### src/rtl/mac_operand_feeder_if.sv
// MAC-side bus between mac_operand_feeder (master) and mac_unit (slave).
interface mac_operand_feeder_if #(
  parameter int DATA_W = 8,
  parameter int ACC_W  = 32
);
  logic                     mac_clr;
  logic                     mac_enable;
  logic signed [DATA_W-1:0] mac_a;
  logic signed [DATA_W-1:0] mac_b;
  logic signed [ACC_W-1:0]  mac_acc;

  modport master (output mac_clr, mac_enable, mac_a, mac_b, input  mac_acc);
  modport slave  (input  mac_clr, mac_enable, mac_a, mac_b, output mac_acc);
endinterface

### src/rtl/mac_operand_feeder.sv
// Operand sequencer for mac_unit: buffers one A-row/B-column, streams len pairs, captures the dot product.
// Optional macro MAC_FEEDER_STALL_EN adds a stall input that pauses streaming.
module mac_operand_feeder #(
  parameter int DATA_W = 8,
  parameter int ACC_W  = 32,
  parameter int DEPTH  = 16,
  parameter int ADDR_W = 4
) (
  input  logic                     clk,
  input  logic                     reset,
  input  logic                     wr_en,
  input  logic                     wr_sel,
  input  logic [ADDR_W-1:0]        wr_addr,
  input  logic signed [DATA_W-1:0] wr_data,
  input  logic [ADDR_W:0]          len,
  input  logic                     start,
`ifdef MAC_FEEDER_STALL_EN
  input  logic                     stall,
`endif
  output logic                     busy,
  output logic                     done,
  output logic signed [ACC_W-1:0]  result,
  mac_operand_feeder_if.master     mac
);

  localparam logic [1:0] S_IDLE    = 2'd0;
  localparam logic [1:0] S_CLEAR   = 2'd1;
  localparam logic [1:0] S_STREAM  = 2'd2;
  localparam logic [1:0] S_CAPTURE = 2'd3;

  logic [1:0]               state_q, state_d;
  logic [ADDR_W:0]          len_q, len_d;
  logic [ADDR_W:0]          idx_q, idx_d;
  logic                     busy_q, busy_d;
  logic                     done_q, done_d;
  logic                     clr_q, clr_d;
  logic                     en_q, en_d;
  logic signed [DATA_W-1:0] a_q, a_d;
  logic signed [DATA_W-1:0] b_q, b_d;
  logic signed [ACC_W-1:0]  result_q, result_d;

  logic signed [DATA_W-1:0] buf_a [DEPTH];
  logic signed [DATA_W-1:0] buf_b [DEPTH];

  logic            stall_w;
  logic            wr_ok;
  logic [ADDR_W:0] len_sat;

`ifdef MAC_FEEDER_STALL_EN
  assign stall_w = stall;
`else
  assign stall_w = 1'b0;
`endif

  assign wr_ok   = int'(wr_addr) < DEPTH;
  assign len_sat = (int'(len) > DEPTH) ? (ADDR_W+1)'(DEPTH) : len;

  // NOTE: operand buffers carry no reset; stale contents are never read before being written by the loader.
  always_ff @(posedge clk) begin
    if (wr_en && wr_ok) begin
      if (wr_sel) buf_b[wr_addr] <= wr_data;
      else        buf_a[wr_addr] <= wr_data;
    end
  end

  // NOTE: every next-state signal gets a default before the case so no path leaves one unassigned (no latches).
  always_comb begin
    state_d  = state_q;
    len_d    = len_q;
    idx_d    = idx_q;
    busy_d   = busy_q;
    done_d   = 1'b0;
    clr_d    = 1'b0;
    en_d     = 1'b0;
    a_d      = a_q;
    b_d      = b_q;
    result_d = result_q;

    case (state_q)
      S_IDLE: begin
        if (start) begin
          len_d   = len_sat;
          idx_d   = '0;
          busy_d  = 1'b1;
          clr_d   = 1'b1;
          state_d = S_CLEAR;
        end
      end
      S_CLEAR: begin
        if (len_q == '0) begin
          state_d = S_CAPTURE;
        end else begin
          en_d    = 1'b1;
          a_d     = buf_a[0];
          b_d     = buf_b[0];
          idx_d   = (ADDR_W+1)'(1);
          state_d = S_STREAM;
        end
      end
      S_STREAM: begin
        // A stall holds index and operands with enable low, so no pair is consumed.
        if (!stall_w) begin
          if (idx_q == len_q) begin
            a_d     = '0;
            b_d     = '0;
            state_d = S_CAPTURE;
          end else begin
            en_d  = 1'b1;
            a_d   = buf_a[idx_q[ADDR_W-1:0]];
            b_d   = buf_b[idx_q[ADDR_W-1:0]];
            idx_d = idx_q + 1'b1;
          end
        end
      end
      S_CAPTURE: begin
        result_d = mac.mac_acc;
        done_d   = 1'b1;
        busy_d   = 1'b0;
        idx_d    = '0;
        state_d  = S_IDLE;
      end
      default: state_d = S_IDLE;
    endcase
  end

  // NOTE: sequential state uses non-blocking assignments so all flops update from pre-edge values.
  always_ff @(posedge clk or negedge reset) begin
    if (!reset) begin
      state_q  <= S_IDLE;
      len_q    <= '0;
      idx_q    <= '0;
      busy_q   <= 1'b0;
      done_q   <= 1'b0;
      clr_q    <= 1'b0;
      en_q     <= 1'b0;
      a_q      <= '0;
      b_q      <= '0;
      result_q <= '0;
    end else begin
      state_q  <= state_d;
      len_q    <= len_d;
      idx_q    <= idx_d;
      busy_q   <= busy_d;
      done_q   <= done_d;
      clr_q    <= clr_d;
      en_q     <= en_d;
      a_q      <= a_d;
      b_q      <= b_d;
      result_q <= result_d;
    end
  end

  assign busy           = busy_q;
  assign done           = done_q;
  assign result         = result_q;
  assign mac.mac_clr    = clr_q;
  assign mac.mac_enable = en_q;
  assign mac.mac_a      = a_q;
  assign mac.mac_b      = b_q;

endmodule

### src/flat_wrapper.sv
// flat-port wrapper written by rule: the top's interface ports become plain ports
module mac_operand_feeder_flat 
#(
  parameter int DATA_W = 8,
  parameter int ACC_W  = 32,
  parameter int DEPTH  = 16,
  parameter int ADDR_W = 4
)
  (clk, reset, wr_en, wr_sel, wr_addr, wr_data, len, start, busy, done, result, mac_mac_clr, mac_mac_enable, mac_mac_a, mac_mac_b, mac_mac_acc);
  mac_operand_feeder_if #(.DATA_W(DATA_W), .ACC_W(ACC_W)) mac_i ();
  input  logic clk;
  input  logic reset;
  input  logic wr_en;
  input  logic wr_sel;
  input  logic [ADDR_W-1:0] wr_addr;
  input  logic signed [DATA_W-1:0] wr_data;
  input  logic [ADDR_W:0] len;
  input  logic start;
  output logic busy;
  output logic done;
  output logic signed [ACC_W-1:0] result;
  output wire logic [$bits(mac_i.mac_clr)-1:0] mac_mac_clr;
  output wire logic [$bits(mac_i.mac_enable)-1:0] mac_mac_enable;
  output wire logic [$bits(mac_i.mac_a)-1:0] mac_mac_a;
  output wire logic [$bits(mac_i.mac_b)-1:0] mac_mac_b;
  input wire logic [$bits(mac_i.mac_acc)-1:0] mac_mac_acc;
  assign mac_mac_clr = mac_i.mac_clr;
  assign mac_mac_enable = mac_i.mac_enable;
  assign mac_mac_a = mac_i.mac_a;
  assign mac_mac_b = mac_i.mac_b;
  assign mac_i.mac_acc = mac_mac_acc;
  mac_operand_feeder #(.DATA_W(DATA_W), .ACC_W(ACC_W), .DEPTH(DEPTH), .ADDR_W(ADDR_W)) u_core (.clk(clk), .reset(reset), .wr_en(wr_en), .wr_sel(wr_sel), .wr_addr(wr_addr), .wr_data(wr_data), .len(len), .start(start), .busy(busy), .done(done), .result(result), .mac(mac_i));
endmodule
### config.mk
export PLATFORM = sky130hd
export DESIGN_NAME = mac_operand_feeder_flat
export DESIGN_NICKNAME = d
export VERILOG_FILES = /design/src/rtl/mac_operand_feeder_if.sv /design/src/rtl/mac_operand_feeder.sv /design/src/flat_wrapper.sv
export SDC_FILE = /design/constraint.sdc
export NUM_CORES = 1
export LEC_CHECK = 0
export CORE_MARGIN = 1
export CORE_UTILIZATION = 53
export DETAILED_ROUTE_END_ITERATION = 6
export HOLD_SLACK_MARGIN = 0.02
export PLACE_DENSITY = 0.78
export SLEW_MARGIN = 30
export SYNTH_ARGS = -nofsm -noshare
export SYNTH_HDL_FRONTEND = slang
export SYNTH_SLANG_ARGS = --single-unit
export TNS_END_PERCENT = 1
### constraint.sdc
create_clock -name clk -period 5.3 [get_ports clk]
set_clock_uncertainty 0.2 [all_clocks]
set_input_delay 1.06 -clock clk [delete_from_list [all_inputs] [get_ports clk]]
set_output_delay 1.06 -clock clk [all_outputs]
set_load 0.01 [all_outputs]
# [After elaboration in Yosys (flattened, before gate mapping)]
# Memory sizes are Yosys's and may differ from the RTL's.
# Cells that the tools add are included.
[word_totals] wordCells=60 ram_bits=256 ff_bits=64 memories=2 inputBits=54
[mem_list] memory="u_core.buf_a" words=16 width=8 rd=2 rd_clocked_by_memory_dff=0 wr=1 line="mac_operand_feeder.sv:42" source="logic signed [DATA_W-1:0] buf_a [DEPTH];"
[mem_list] memory="u_core.buf_b" words=16 width=8 rd=2 rd_clocked_by_memory_dff=0 wr=1 line="mac_operand_feeder.sv:43" source="logic signed [DATA_W-1:0] buf_b [DEPTH];"
[classes] order_cmp=1 n_reduce_logical=9 muxes=29 add_sub_neg=1 eq_ne=8
[op_table] operator="two-way mux 8 bit" count=4
[op_table] operator="one-hot mux 8 bit (2 select lines)" count=2
[op_table] operator="two-way mux 5 bit" count=4
[op_table] operator="one-hot mux 5 bit (4 select lines)" count=1
[op_table] operator="two-way mux 1 bit" count=13
[op_table] operator="one-hot mux 2 bit (4 select lines)" count=1
[op_table] operator="AND reduction 2 bit" count=4
[op_table] operator="!= test 2 bit, second input constant" count=3
[op_table] operator="adder 5 x 1 -> 5 bit, second input constant" count=1
[op_table] operator="equality test 5 bit" count=1
[op_table] operator="greater-than comparator 5 bit, second input constant" count=1
[op_table] operator="logical NOT 5 bit" count=1
[op_table] operator="equality test 2 bit, second input constant" count=2
[op_table] operator="two-way mux 2 bit" count=2
[op_table] operator="one-hot mux 1 bit (2 select lines)" count=2
[op_table] operator="nonzero test 2 bit" count=2
[op_table] operator="AND reduction 3 bit" count=1
[op_table] operator="equality test 2 x 1 -> 1 bit, second input constant" count=1
[op_table] operator="logical NOT 2 bit" count=1
[op_table] operator="!= test 2 x 1 -> 1 bit, second input constant" count=1

# [Depth between registers and ports, before layout]
# Gate-level depths: netlist (run 1).
[depth] depth_word=3 depth_mapped=8 mapped_depth_nobuf=7

# [Worst setup path before layout (run 1)]
# No wires, ideal clock.
[synth_path] path_type="input -> register" startpoint="in wr_addr[1]" endpoint="mem u_core.buf_a[0][0] (enable)" arrival_time_ps=1903 path_stages=3 required_ps=4730 n_path_buf=1 path_slack_ps=2827 cell_sequence="or2_2 clkbuf_1 nor2_1"
[synth_lines] element="start: declaration" line="flat_wrapper.sv:15" source="input logic [ADDR_W-1:0] wr_addr;"
[synth_lines] element="end: declaration" line="mac_operand_feeder.sv:42"
# Straight into the memory's write port.

# [Worst setup path in the final report (run 1)]
[layout_path] startpoint="reg u_core.idx_q[0]" endpoint="reg u_core.a_q[2] (netlist: u_core.mac.mac_a[2])"
[layout_via] elab_chain_cells=3 elab_cells_between_ends=4 classes_between="eq/ne (1); mux (2); memory (1)"
[layout_rtl] element="start: declaration" line="mac_operand_feeder.sv:33" source="logic [ADDR_W:0] idx_q, idx_d;"
[layout_rtl] element="start signal: assignment" line="mac_operand_feeder.sv:142" source="idx_q <= idx_d;"
[layout_rtl] element="memory read (16 x 8 bit) / equality test 5 bit (equally long branches)"
[layout_rtl] element="two-way mux 8 bit (*)" line="mac_operand_feeder.sv:103" source="if (idx_q == len_q) begin"
[layout_rtl] element="one-hot mux 8 bit (2 select lines) (*)" line="mac_operand_feeder.sv:79" source="case (state_q)"
[layout_rtl] element="end signal: assignment" line="mac_operand_feeder.sv:136" source="a_q <= '0;"
[layout_rtl] element="end signal: assignment" line="mac_operand_feeder.sv:147" source="a_q <= a_d;"
[layout_rtl] element="end: declaration" line="mac_operand_feeder.sv:38" source="logic signed [DATA_W-1:0] a_q, a_d;"
# Every way passes the cells marked *; elsewhere a longest branch is shown, timed or not.
# A chain may end at the register's enable or synchronous reset.

==> metrics.md, run 1 <==
| Metric | Value |
|---|---|
| WL met1 | 10.5 mm |
| Compound-Gate Fraction of Synth Area | 0.0442 |
| Max Clock Freq | 326 MHz |
| Crit path arrival time | between 3 and 4 ns |
| WL/cell | 23.8 um |
| Core Rows | 56 |
| Via count | approximately 6700 |
| Max Buffers Root-to-Sink | 3 |
| Number of synthesized flops with an enable pin | 256 |
| Vias per inst | approximately 6.0 |
| Max Cap Viol | 0 |
| Final setup fails | 0 |
| Tcrit/Tclk final | 0.579 |
| Skew-Pair Late Insertion Delay | 0.54 ns |
| Core region area | 23400 sq um |
| Largest fanout on the critical path | 33 |
| Initial Utilization | 0.538 |
| Chip height | ~160 um |
| Post-Place Setup Slack | 1.94 ns |
| Asr flop ratio synth | 0.200 |
| PD cells | 471 nW/um^2 |
| Buffers added on ports | 105 |
| Largest net degree at the start of global routing | 65 |
| Fin crit period | 3.07 ns |
| Syn Inst Count | 655 |
| Yosys reg bits | 320 |
| Initial antenna violation count | 0 |
| CP peak stage delay | 0.83 ns |
| Multiplexer share of the synthesized area | 0.146 |
| DRC Markers | 0 |
| RSZ-0062 raised after global routing | false |
| Hold buffer count at cts | 0 |
| Critical path endpoint category | flop |
| Mapped Nets | 715 |
| Commonest non-fill, non-tap cell in the layout | edfxtp_1 |
| Worst min-delay path category | reg -> reg |
| CTS tree | built |
| Drt pass-1 iters | 5 |
| Worst Max-Slew Pin Slew | 0.834 ns |
| Clock root cell | clkbuf_16 |
| Vias in the first global route | 6820 |
| Worst Path Required | 5.53 ns |
| Cell Chain, Critical Path | buf_12 > buf_4 > mux4_2 > a22oi_1 > nand2_1 > a221o_2 |
| Total Routing Usage GR | 0.222 |
| Setup TNS | 0 ns |
| Worst hold slack | 0.305 ns |
| Slowest-stage cell, CP | dfrtp_4 |
| Final hold violation count | 0 |
| Top_reg_cell synth | edfxtp_1 |
| # IOs | roughly 110 |
| Final Slew Violations | 0 |
| Sink Count | 320 |
| Total wire length | 26.5 mm |
| Layout cell share with drive strength beyond 1 | 0.223 |
| Diodes inserted | 0 |
| Peak VDD IR | roughly 0.27 mV |
| Rel. slew slack | 0.442 |
| WS Path Type | reg -> reg |
| Cts bufs inserted | 31 |
| Global route overflow | 0 |
| Synth Area in XOR/XNOR | 0.00348 |
| Die width | 156 um |
| Routed wl met2 | 13.2 mm |
| Critical Path Source Type | flop |
| Sequential area share after synthesis | 0.737 |
| Simple-Gate Fraction of Synth Area | 0.0444 |
| Synth cell types | 42 |
| Syn_area_per_cell | between 15 and 20 sq um |
| Synth-to-Final Area Change | 18.4% |
| Mapped Area | 12600 sq um |
| Highest Signal Layer | met4 |
| Final WS setup | ~2.2 ns |
| Run status | finished, final reports clean |
| CP top delay family | flip-flops |
| Most frequent cells in the layout | 256 x edfxtp_1, 103 x clkdlybuf4s50_1, 64 x mux4_2, 62 x dfrtp_1 |
| Ys Warns | 0 |
| First-pass GRT wire length | around 40 mm |
| DR WL met3 | ~2.2 mm |
| Largest family of logic cells by synthesized area | multiplexers |
| DP HPWL | 17.1 mm |
| Post-route ant nets | 0 |
| Postcts setup bufs | 0 |
| Buf/Inv on CP | 2 |
| Post-cts resize count | 0 |
| Synth Area in Adders | 0.00596 |
| Post-layout nets | 833 |
| Placer Congestion | 0.812 |
| Leakage Power | 4.97 nW |
| Iter 0 DRT Violations | 563 |
| Reg clk slew, reported paths | 0.06 ns |
| CTS H-Tree Depth | 1 |
| Die ar. | 24400 sq um |
[layout make-up]
cell class / count / area, sq um
clock buffers: 44 / 877
clock inverters: 10 / 46.3
fillers: 1611 / 8480
inverters: 8 / 30.0
multi-input cells: 290 / 3070
flip-flops and latches: 320 / 9290
well taps: 319 / 399
repair buffers: 122 / 1200
[cell usage after synthesis, types with 2 or more instances]
master	number	area share
a221o_1	11	0.0087
a221o_2	5	0.0045
a22oi_1	33	0.020
a31o_2	2	0.0014
buf_1	7	0.0021
buf_2	4	0.0016
buf_4	2	0.0012
buf_6	4	0.0036
clkbuf_1	17	0.0051
clkbuf_8	3	0.0033
dfrtp_1	64	0.13
edfxtp_1	256	0.61
ha_1	6	0.0060
inv_1	8	0.0024
mux2_2	34	0.030
mux4_2	64	0.11
nand2_1	29	0.0086
nand2b_1	7	0.0035
nand3_1	5	0.0020
nand4_1	3	0.0015
nor2_1	35	0.010
nor2b_1	6	0.0030
nor3b_1	17	0.010
o21ai_0	11	0.0044
xnor2_1	5	0.0035
[routing by layer]
layer  track usage  up-vias
met2         0.372      320
li1              -     2871
met3        0.0419       49
met4        0.0663        0
met5             0        -
met1         0.299     3416
[worst paths after layout]
| path | end | slack (ns) | cells past startpoint | start |
|---|---|---|---|---|
| setup / recovery | u_core.mac.mac_a[2] | 2.23 | 6 | u_core.idx_q[0] |
| hold / removal | u_core.result[4] | 0.30 | 1 | u_core.result[4] |
| setup reg to reg | u_core.mac.mac_a[2] | 2.23 | 6 | u_core.idx_q[0] |
| hold reg to reg | u_core.result[4] | 0.30 | 1 | u_core.result[4] |
| max in group asynchronous | u_core.idx_q[0] | 3.82 | 2 | reset |
| min in group asynchronous | u_core.result[5] | 0.47 | 2 | reset |
[kinds of logic (layout without fill, tap and decap cells)]
| family | Yosys count | after routing |
|---|---|---|
| compound gates | 70 | 70 |
| buf+inv | 45 | 184 |
| flops | 320 | 320 |
| mux | 99 | 99 |
| simple gates | 110 | 110 |
| fa+ha+maj | 6 | 6 |
| xor+xnor | 5 | 5 |
[report_power, final]
group	leakage, nW	switching [mW]	internal (mW)
registers	3.08	0.202	2.98
clock network	0.454	0.852	1.14
logic	1.43	0.817	1.04
total	4.97	1.87	5.16
[registers in the layout (all words and copies together) (netlist names)]
| signal | cells |
|---|---|
| u_core.done | 1 |
| u_core.buf_a | 128 |
| u_core.mac.mac_enable | 1 |
| u_core.len_q | 5 |
| u_core.mac.mac_clr | 1 |
| u_core.buf_b | 128 |
| u_core.busy | 1 |
| u_core.mac.mac_a | 8 |
| u_core.idx_q | 5 |
| u_core.mac.mac_b | 8 |
| u_core.result | 32 |
| u_core.state_q | 2 |
[worst register-to-register path, delay by kind of cell, from the launching register on]
family                 cells  cell delay, ns
DFF                        1            0.83
buffers and inverters      2            0.58
and+or+nand+nor            1            0.14
AOI/OAI and AO/OA          2            0.65
muxes                      1            0.55
[stage by stage]
| step | area [sq um] | power (mW) | util | cells |
|---|---|---|---|---|
| final | 14900 | 7.03 | 0.638 | 1113 |
| after CTS | 14900 | 7.07 | 0.637 | 1112 |
| after floorplan | 12600 | 4.42 | - | 655 |
| after global placement | 14000 | 5.01 | 0.596 | 1057 |
| after global routing | 14900 | 7.34 | 0.638 | 1113 |
| after detailed placement | 14000 | 5.10 | 0.598 | 1058 |
Power figures use the tool's default switching activity.
==> run 2: changes to the inputs <==
- CORE_UTILIZATION: 53 -> 52
- PLACE_DENSITY: 0.78 -> 0.8
- clock period: 5.3 -> 2.5 ns (I/O delays scaled with it)
==> run 2 against run 1 <==
Critical path depth down 1. Hold slack worse by 0.15 ns. Critical endpoint is now u_core.mac.mac_a[1]. Design area up 2.4%. Critical path type unchanged. Total power rose by 120%. Sequential power rose by 110%.
==> metrics.md, run 2 (same netlist as run 1, synthesis figures left out) <==
| Metric | Value |
|---|---|
| RSZ-0062 raised after global routing | false (unchanged) |
| Worst reg2reg path depth | 5 (was 6) |
| Total Routing Usage GR | 0.224 (was 0.222) |
| Slowest-stage cell, CP | mux4_2 (was dfrtp_4) |
| Setup TNS | 0 ns (unchanged) |
| First-pass GRT wire length | 40.7 mm (was 40.0 mm) |
| CTS H-Tree Depth | 1 (unchanged) |
| Buffers added on ports | 105 (unchanged) |
| Chip height | 158 um (was 156 um) |
| Die width | 158 um (was 156 um) |
| Cell Chain, Critical Path | buf_12 > mux4_2 > a22oi_1 > nand2_1 > a221o_2 (was buf_12 > buf_4 > mux4_2 > a22oi_1 > nand2_1 > a221o_2) |
| Core Rows | 56 (unchanged) |
| Die ar. | 24900 sq um (was 24400 sq um) |
| Sink Count | 320 (unchanged) |
| Tcrit/Tclk final | 0.967 (was 0.579) |
| Post-layout nets | 870 (was 833) |
| WL/cell | 23.8 um (about the same) |
| # IOs | 106 (unchanged) |
| Crit path arrival time | 2.68 ns (was 3.30 ns) |
| Vias in the first global route | 7084 (was 6820) |
| Total wire length | 27.4 mm (was 26.5 mm) |
| Cts bufs inserted | 31 (unchanged) |
| Worst Path Required | 2.76 ns (was 5.53 ns) |
| Fin crit period | 2.42 ns (was 3.07 ns) |
| Initial antenna violation count | 0 (unchanged) |
| Vias per inst | 5.94 (was 5.98) |
| Largest net degree at the start of global routing | 56 (was 65) |
| Drt pass-1 iters | 5 (unchanged) |
| Final hold violation count | 0 (unchanged) |
| Reg clk slew, reported paths | 0.07 ns (was 0.06 ns) |
| Rel. slew slack | 0.454 (was 0.442) |
| Post-Place Setup Slack | 0.0475 ns (was 1.94 ns) |
| Skew-Pair Late Insertion Delay | 0.57 ns (was 0.54 ns) |
| PD cells | 991 nW/um^2 (was 471 nW/um^2) |
| Max Cap Viol | 0 (unchanged) |
| Initial Utilization | 0.534 (was 0.538) |
| CP peak stage delay | 0.56 ns (was 0.83 ns) |
| CTS tree | built (unchanged) |
| Clock root cell | clkbuf_16 (unchanged) |
| Run status | finished, final reports clean (unchanged) |
| Max Clock Freq | 414 MHz (was 326 MHz) |
| WS Path Type | reg -> reg (unchanged) |
| Final WS setup | 0.0830 ns (was 2.23 ns) |
| Worst Max-Slew Pin Slew | 0.818 ns (was 0.834 ns) |
| Critical path endpoint category | flop (unchanged) |
| Peak VDD IR | 0.617 mV (was 0.273 mV) |
| Commonest non-fill, non-tap cell in the layout | edfxtp_1 (unchanged) |
| Via count | 6844 (was 6656) |
| Largest fanout on the critical path | 29 (was 33) |
| Critical Path Source Type | flop (unchanged) |
| Synth-to-Final Area Change | 21.3% (was 18.4%) |
| Final Slew Violations | 0 (unchanged) |
| Diodes inserted | 0 (unchanged) |
| Layout cell share with drive strength beyond 1 | 0.255 (was 0.223) |
| Max Buffers Root-to-Sink | 3 (unchanged) |
| Placer Congestion | 0.772 (was 0.812) |
| DRC Markers | 0 (unchanged) |
| Post-route ant nets | 0 (unchanged) |
| Iter 0 DRT Violations | 651 (was 563) |
| Most frequent cells in the layout | 256 x edfxtp_1, 104 x clkdlybuf4s50_1, 64 x mux4_2, 62 x dfrtp_1, 47 x buf_4 (was 256 x edfxtp_1, 103 x clkdlybuf4s50_1, 64 x mux4_2, 62 x dfrtp_1) |
| Core region area | 23600 sq um (was 23400 sq um) |
| Global route overflow | 0 (unchanged) |
| DP HPWL | 17.1 mm (about the same) |
| Worst min-delay path category | in -> async (was reg -> reg) |
| Final setup fails | 0 (unchanged) |
| Leakage Power | 5.18 nW (was 4.97 nW) |
==> run 2: changes by cell type in the layout (fill, tap and decap cells not counted), moves of 2 or more <==
cell	previous run	this run
clkbuf_1	7	11
buf_12	1	6
buf_4	15	47
clkinv_1	5	3
clkinv_4	0	2
clkbuf_4	3	0
==> run 2: cell type report <==
class                           count  area (sq um)
Sequential cell                   320          9290
Multi-Input combinational cell    290          3090
Clock buffer                       44           845
Clock inverter                     13           100
Tap cell                          319           399
Inverter                            8          30.0
Fill cell                        1576          8330
Timing Repair Buffer              159          1530
==> run 2: stage by stage <==
step | instance area, sq um | power, mW | hold WS (ns) | cells | util
CTS | 15300 | 15.2 | 0.147 | 1153 | 0.647
detailed placement | 14300 | 10.9 | 0.189 | 1095 | 0.606
finish | 15300 | 15.2 | 0.153 | 1153 | 0.647
global route | 15300 | 15.8 | 0.182 | 1153 | 0.647
global placement | 14300 | 10.7 | 0.175 | 1095 | 0.606
floorplan | 12600 | 9.37 | 0.00441 | 655 | -
==> run 2: worst max-delay path, delay by kind of cell, from the launching register on <==
kind	cells	cell delay, ns
compound gates	2	0.65
buf+inv	1	0.27
flops	1	0.52
mux	1	0.56
simple gates	1	0.10
==> run 2: what timing repair did <==
| action | CTS | global route |
|---|---|---|
| buffers inserted | 0 | 0 |
| resized for setup | 0 | 2 |
| endpoints found under the hold margin | 64 | 0 |
| hold buffers | 1 | 0 |
| endpoints found under the setup margin | 0 | 2 |
==> run 2: per-layer routing <==
layer	global-route usage	vias to the layer above	routed length [um]	share of wire
met1	0.285	3536	10800	0.39
met4	0.0763	0	888	0.032
met2	0.389	303	13800	0.50
li1	-	2940	-	-
met5	0	-	0	0
met3	0.0397	65	1870	0.068
==> run 2: worst paths after layout <==
| kind | from | endpoint | slack, ns |
|---|---|---|---|
| setup / recovery | u_core.idx_q[0] | u_core.mac.mac_a[1] | 0.08 |
| hold / removal | reset | u_core.len_q[3] | 0.15 |
| setup reg to reg | u_core.idx_q[0] | u_core.mac.mac_a[1] | 0.08 |
| hold reg to reg | u_core.result[21] | u_core.result[21] | 0.30 |
| max in group asynchronous | reset | u_core.mac.mac_a[6] | 1.37 |
| min in group clk | u_core.result[21] | u_core.result[21] | 0.30 |
==> run 2: power breakdown <==
part	internal [mW]	switching, mW	total [mW]
Combinational	2.27	1.91	4.19
Sequential	6.31	0.351	6.67
Clock	2.37	1.92	4.30
Total	11.0	4.19	15.2
